<file path="config.mk">
export PLATFORM = sky130hd
export DESIGN_NAME = traffic_light_ctrl
export DESIGN_NICKNAME = d
export VERILOG_FILES = /design/src/rtl/tlc_pkg.sv /design/src/rtl/tlc_phase_timer.sv /design/src/rtl/traffic_light_ctrl.sv
export SDC_FILE = /design/constraint.sdc
export NUM_CORES = 1
export LEC_CHECK = 0
export ABC_AREA = 1
export CAP_MARGIN = 20
export CORE_MARGIN = 1
export CORE_UTILIZATION = 34
export DETAILED_ROUTE_END_ITERATION = 7
export PLACE_DENSITY = 0.68
export SYNTH_ARGS = -nofsm -noshare
export SYNTH_HDL_FRONTEND = slang
export SYNTH_SLANG_ARGS = --single-unit
</file>
<file path="constraint.sdc">
create_clock -name clk -period 5 [get_ports clk]
set_input_delay 0.5 -clock clk [delete_from_list [all_inputs] [get_ports clk]]
set_output_delay 0.5 -clock clk [all_outputs]
set_load 0.02 [all_outputs]
</file>
<file path="src/rtl/tlc_pkg.sv">
// Shared definitions for the traffic light controller: state encodings and lamp decode.
package tlc_pkg;

  typedef enum logic [2:0] {
    ST_MG  = 3'd0,
    ST_MY  = 3'd1,
    ST_ARM = 3'd2,
    ST_SG  = 3'd3,
    ST_SY  = 3'd4,
    ST_ARS = 3'd5,
    ST_FL  = 3'd6
  } tlc_state_t;

  typedef struct packed {
    logic mr;
    logic mg;
    logic my;
    logic sr;
    logic sg;
    logic sy;
  } tlc_lamps_t;

  // Flash mode shows both yellows on the lit half-period and goes fully dark on the other.
  function automatic tlc_lamps_t lamp_decode(input tlc_state_t s, input logic flash_ph);
    tlc_lamps_t l;
    l = '0;
    case (s)
      ST_MG:         begin l.mg = 1'b1; l.sr = 1'b1; end
      ST_MY:         begin l.my = 1'b1; l.sr = 1'b1; end
      ST_ARM, ST_ARS: begin l.mr = 1'b1; l.sr = 1'b1; end
      ST_SG:         begin l.mr = 1'b1; l.sg = 1'b1; end
      ST_SY:         begin l.mr = 1'b1; l.sy = 1'b1; end
      ST_FL:         begin l.my = flash_ph; l.sy = flash_ph; end
      default:       begin l.mr = 1'b1; l.sr = 1'b1; end
    endcase
    return l;
  endfunction

endpackage

</file>
<file path="src/rtl/tlc_phase_timer.sv">
// Phase down-counter: loads on phase entry, counts down on enabled ticks, rests at zero.
module tlc_phase_timer #(
  parameter int TW = 5
) (
  input  logic          clk,
  input  logic          load,
  input  logic [TW-1:0] load_val,
  input  logic          en,
  output logic [TW-1:0] value,
  output logic          zero
);

  assign zero = (value == '0);

  always_ff @(posedge clk) begin
    if (load)
      value <= load_val;
    else if (en && !zero)
      value <= value - 1'b1;
  end

endmodule

</file>
<file path="src/rtl/traffic_light_ctrl.sv">
// Main/side intersection controller with demand-driven side phase and flashing-yellow fallback.
module traffic_light_ctrl
  import tlc_pkg::*;
#(
  parameter int TW       = 5,
  parameter int T_MG_MIN = 8,
  parameter int T_MY     = 3,
  parameter int T_AR     = 1,
  parameter int T_SG     = 6,
  parameter int T_SY     = 3
) (
  input  logic          clk,
  input  logic          reset,
  input  logic          count_en,
  input  logic          busy,
  input  logic          side_req,
  output logic          MR,
  output logic          MG,
  output logic          MY,
  output logic          SR,
  output logic          SG,
  output logic          SY,
  output logic [2:0]    state,
  output logic [2:0]    next_state,
  output logic [TW-1:0] timer,
  output logic          req_pend
);

  localparam int MAX_DUR = 2 ** TW;

  if (T_MG_MIN < 1 || T_MG_MIN > MAX_DUR || T_MY < 1 || T_MY > MAX_DUR ||
      T_AR < 1 || T_AR > MAX_DUR || T_SG < 1 || T_SG > MAX_DUR ||
      T_SY < 1 || T_SY > MAX_DUR) begin : g_bad_duration
    $error("traffic_light_ctrl: every phase duration must lie in 1..2**TW");
  end

  tlc_state_t    state_q, state_d;
  logic          req_pend_q, req_pend_d;
  logic          flash_ph, flash_ph_d;
  logic          timer_load, timer_zero, expire;
  logic [TW-1:0] timer_load_val;
  tlc_lamps_t    lamps;

  function automatic logic [TW-1:0] dur_m1(input tlc_state_t s);
    case (s)
      ST_MG:          return TW'(T_MG_MIN - 1);
      ST_MY:          return TW'(T_MY - 1);
      ST_ARM, ST_ARS: return TW'(T_AR - 1);
      ST_SG:          return TW'(T_SG - 1);
      ST_SY:          return TW'(T_SY - 1);
      default:        return '0;
    endcase
  endfunction

  tlc_phase_timer #(.TW(TW)) u_timer (
    .clk      (clk),
    .load     (timer_load),
    .load_val (timer_load_val),
    .en       (count_en),
    .value    (timer),
    .zero     (timer_zero)
  );

  assign expire = count_en && timer_zero;

  always_comb begin
    state_d = state_q;
    if (!busy) begin
      state_d = ST_FL;
    end else begin
      case (state_q)
        ST_MG:   if (expire && (req_pend_q || side_req)) state_d = ST_MY;
        ST_MY:   if (expire) state_d = ST_ARM;
        ST_ARM:  if (expire) state_d = ST_SG;
        ST_SG:   if (expire) state_d = ST_SY;
        ST_SY:   if (expire) state_d = ST_ARS;
        ST_ARS:  if (expire) state_d = ST_MG;
        ST_FL:   state_d = ST_ARS;
        default: state_d = ST_ARS;
      endcase
    end
  end

  always_comb begin
    timer_load     = reset || (state_d != state_q);
    timer_load_val = reset ? dur_m1(ST_ARS) : dur_m1(state_d);

    // Entering SG serves the request, so clear wins over a coincident new request.
    req_pend_d = req_pend_q;
    if (state_d == ST_SG && state_q != ST_SG)
      req_pend_d = 1'b0;
    else if (side_req && state_q != ST_SG)
      req_pend_d = 1'b1;

    flash_ph_d = 1'b1;
    if (state_q == ST_FL)
      flash_ph_d = count_en ? ~flash_ph : flash_ph;
  end

  always_ff @(posedge clk) begin
    if (reset) begin
      state_q    <= ST_ARS;
      req_pend_q <= 1'b0;
      flash_ph   <= 1'b1;
    end else begin
      state_q    <= state_d;
      req_pend_q <= req_pend_d;
      flash_ph   <= flash_ph_d;
    end
  end

  assign lamps      = lamp_decode(state_q, flash_ph);
  assign MR         = lamps.mr;
  assign MG         = lamps.mg;
  assign MY         = lamps.my;
  assign SR         = lamps.sr;
  assign SG         = lamps.sg;
  assign SY         = lamps.sy;
  assign state      = state_q;
  assign next_state = state_d;
  assign req_pend   = req_pend_q;

endmodule
</file>
==> impl_metrics.env <==
export IMPL_ys_seq_area_frac=0.2882
export IMPL_slew_violations=0
export IMPL_clock_sinks=10
export IMPL_wl_um=1962
export IMPL_die_y_um=52.54
export IMPL_clk_path_buf_depth=2
export IMPL_place_congestion=0.8252
export IMPL_crit_type="flop to output port"
export IMPL_max_freq_mhz=358.9
export IMPL_wire_per_inst_um=11.47
export IMPL_ys_warn_count=0
export IMPL_clkTransAtPathRegs_ps=80
export IMPL_grt_max_degree=11
export IMPL_htreeDepth=1
export IMPL_syn_mean_instance_area_um2=7.297
export IMPL_core_area_um2=2318
export IMPL_synthCells=119
export IMPL_num_vias=835
export IMPL_initialDrtViolationCount=23
export IMPL_hold_depth=2
export IMPL_grt_first_pass_wirelength_um=3174
export IMPL_drc=0
export IMPL_portBuffers=22
export IMPL_skew_ps=2.451
export IMPL_row_count=17
export IMPL_tightest_slew_ps=435.7
export IMPL_io_pins=23
export IMPL_holdWs_ps=474.1
export IMPL_cts_tree="done"
export IMPL_start_util=0.3745
export IMPL_hp_class="flop to flop"
export IMPL_dieWidth_um=52.54
export IMPL_die_area_um2=2760
export IMPL_grt_ovfl_total=0
export IMPL_hold_buffers=0
export IMPL_slew_headroom=0.7091
export IMPL_clock_latency_ps=270
export IMPL_critPathArrivalTime_ps=2290
export IMPL_postRouteAntennaNets=0
export IMPL_hold_violations=0
export IMPL_cts_resized=0
export IMPL_antenna_cells=0
export IMPL_netlist_area_um2=868.3
export IMPL_endpoint_kind="output port"
export IMPL_numCtsBuffers=3
export IMPL_grt_setup_unrepaired="no"
export IMPL_synthesis_nets=126
export IMPL_synthToLayoutAreaGrowth_pct=30.26
export IMPL_leakagePower_nw=0.5482
export IMPL_reg2reg_depth=11
export IMPL_ys_ff_latch=10
export IMPL_outcome="finished, final reports clean"
export IMPL_maxCapViolCount=0
export IMPL_period_share=0.5572
export IMPL_irDropWorstVdd_mv=0.1809
export IMPL_viasPerCell=4.883
export IMPL_crit_required_ps=4500
export IMPL_track_usage=0.1595
export IMPL_grt_antenna_before_repair=0
export IMPL_dp_hpwl_um=1543
export IMPL_critPathMaxFanout=5
export IMPL_setup_violations=0
export IMPL_fin_tns_setup_ps=0
export IMPL_cts_setup_buffers=0
export IMPL_dr_pass1_iters=4
export IMPL_ys_types=24
export IMPL_drive_above_1_share=0.2308
export IMPL_fillCellCount=237
export IMPL_root_buffer="clkbuf_4"
export IMPL_layout_min_cycle_time_ps=2786
export IMPL_powerDensity_nw_per_um2=355.4
export IMPL_fin_nets=151
export IMPL_grt_pass1_vias=788
export IMPL_cp_start_kind="flop"
flip-flops by register name, indices dropped and copies added, names as in the netlist:
register and cells:
flash_ph 1, u_timer.value 5, req_pend 1, state 3
cell families (layout without fill, tap and decap cells):
kind of cell               after synthesis  after routing  share of synthesized area
AOI/OAI and AO/OA                       12             12                    0.07203
DFF                                     10             10                     0.2882
buffers and inverters                   28             52                     0.1340
xor gates and xnor gates                 3              3                    0.03026
adders and majority gates                2              2                    0.02881
and+or+nand+nor                         64             64                     0.4467
placed cells by master (no fill, tap or decap):
cell | synthesis | layout
edfxtp_1 | 5 | 5
nor2_1 | 5 | 5
clkinv_1 | 1 | 2
nand2_1 | 20 | 20
nand3_1 | 10 | 10
ha_1 | 2 | 2
xor2_1 | 3 | 3
inv_2 | 4 | 4
dfxtp_1 | 5 | 5
nand4_1 | 3 | 3
nand2_4 | 3 | 3
nand2_2 | 7 | 7
o211ai_1 | 1 | 1
a21oi_1 | 5 | 5
clkbuf_4 | 0 | 3
clkdlybuf4s50_1 | 0 | 22
o21ai_1 | 1 | 1
nor2_2 | 7 | 7
o21ai_0 | 5 | 5
inv_1 | 21 | 21
nand4_2 | 1 | 1
nor2_4 | 3 | 3
nand3_2 | 4 | 4
nand3_4 | 1 | 1
cell usage after synthesis:
master	instances	area [um^2]
nor2_1	5	18.77
o21ai_1	1	5.000
nand3_1	10	50.05
edfxtp_1	5	150.1
nand3_4	1	17.52
buf_6	1	11.26
inv_2	4	15.01
o21ai_0	5	25.02
nand4_2	1	12.51
nor2_2	7	43.79
nand2_2	7	43.79
nand2_4	3	33.78
a21oi_1	5	25.02
nand4_1	3	18.77
xor2_1	3	26.28
nor2_4	3	33.78
dfxtp_1	5	100.1
o211ai_1	1	7.510
buf_4	1	7.510
nand2_1	20	75.07
ha_1	2	25.02
nand3_2	4	40.04
clkinv_1	1	3.750
inv_1	21	78.83
layer usage:
| layer | track usage | up-vias | routed length [um] |
|---|---|---|---|
| met1 | 0.1871 | 379 | 915 |
| li1 | - | 426 | - |
| met3 | 0.04058 | 4 | 89 |
| met2 | 0.2637 | 26 | 931 |
| met4 | 0.08333 | 0 | 25 |
| met5 | 0 | - | 0 |
worst max-delay path: stages, from the launching register on:
cell             delay [ps]
edfxtp_1                390
inv_1                   130
ha_1                    190
inv_1                    50
nor2_2                  130
nand3_2                 110
nand2_1                  90
nand3_2                  90
nand2_4                  80
nand2_2                  80
inv_1                    70
clkdlybuf4s50_1         600
path summary, 6_finish.rpt:
check / from / to / slack (ps)
hold reg to reg: req_pend / req_pend / 470
setup / recovery: u_timer.value[0] / next_state[0] / 2210
setup reg to reg: u_timer.value[0] / u_timer.value[4] / 2910
hold / removal: req_pend / req_pend / 470
metrics by stage:
| stage | power [mW] | instance area [um^2] | instances | setup WS, ps | util |
|---|---|---|---|---|---|
| after floorplan | 0.2739 | 868.3 | 119 | 2906 | - |
| after CTS | 0.4060 | 1131 | 171 | 2204 | 0.4879 |
| after global routing | 0.4316 | 1131 | 171 | 2055 | 0.4879 |
| final | 0.4020 | 1131 | 171 | 2214 | 0.4879 |
| after detailed placement | 0.3428 | 1105 | 167 | 2250 | 0.4765 |
| after global placement | 0.3385 | 1105 | 167 | 2298 | 0.4765 |
cell type report:
class	count	area [um^2]	share of cell area
multi-input combinational	81	501.7	0.4436
clock inverter	1	3.754	0.003319
timing repair buffer	22	220.2	0.1947
tap	28	35.03	0.03097
clock buffer	3	22.52	0.01991
inverter	26	97.59	0.08628
sequential	10	250.2	0.2212
power breakdown:
part           internal [mW]  switching, mW  total, mW
clock                 0.0289         0.0327     0.0616
combinational         0.0888          0.130      0.219
sequential             0.103         0.0181      0.121
(Power assumes the default switching activity.)
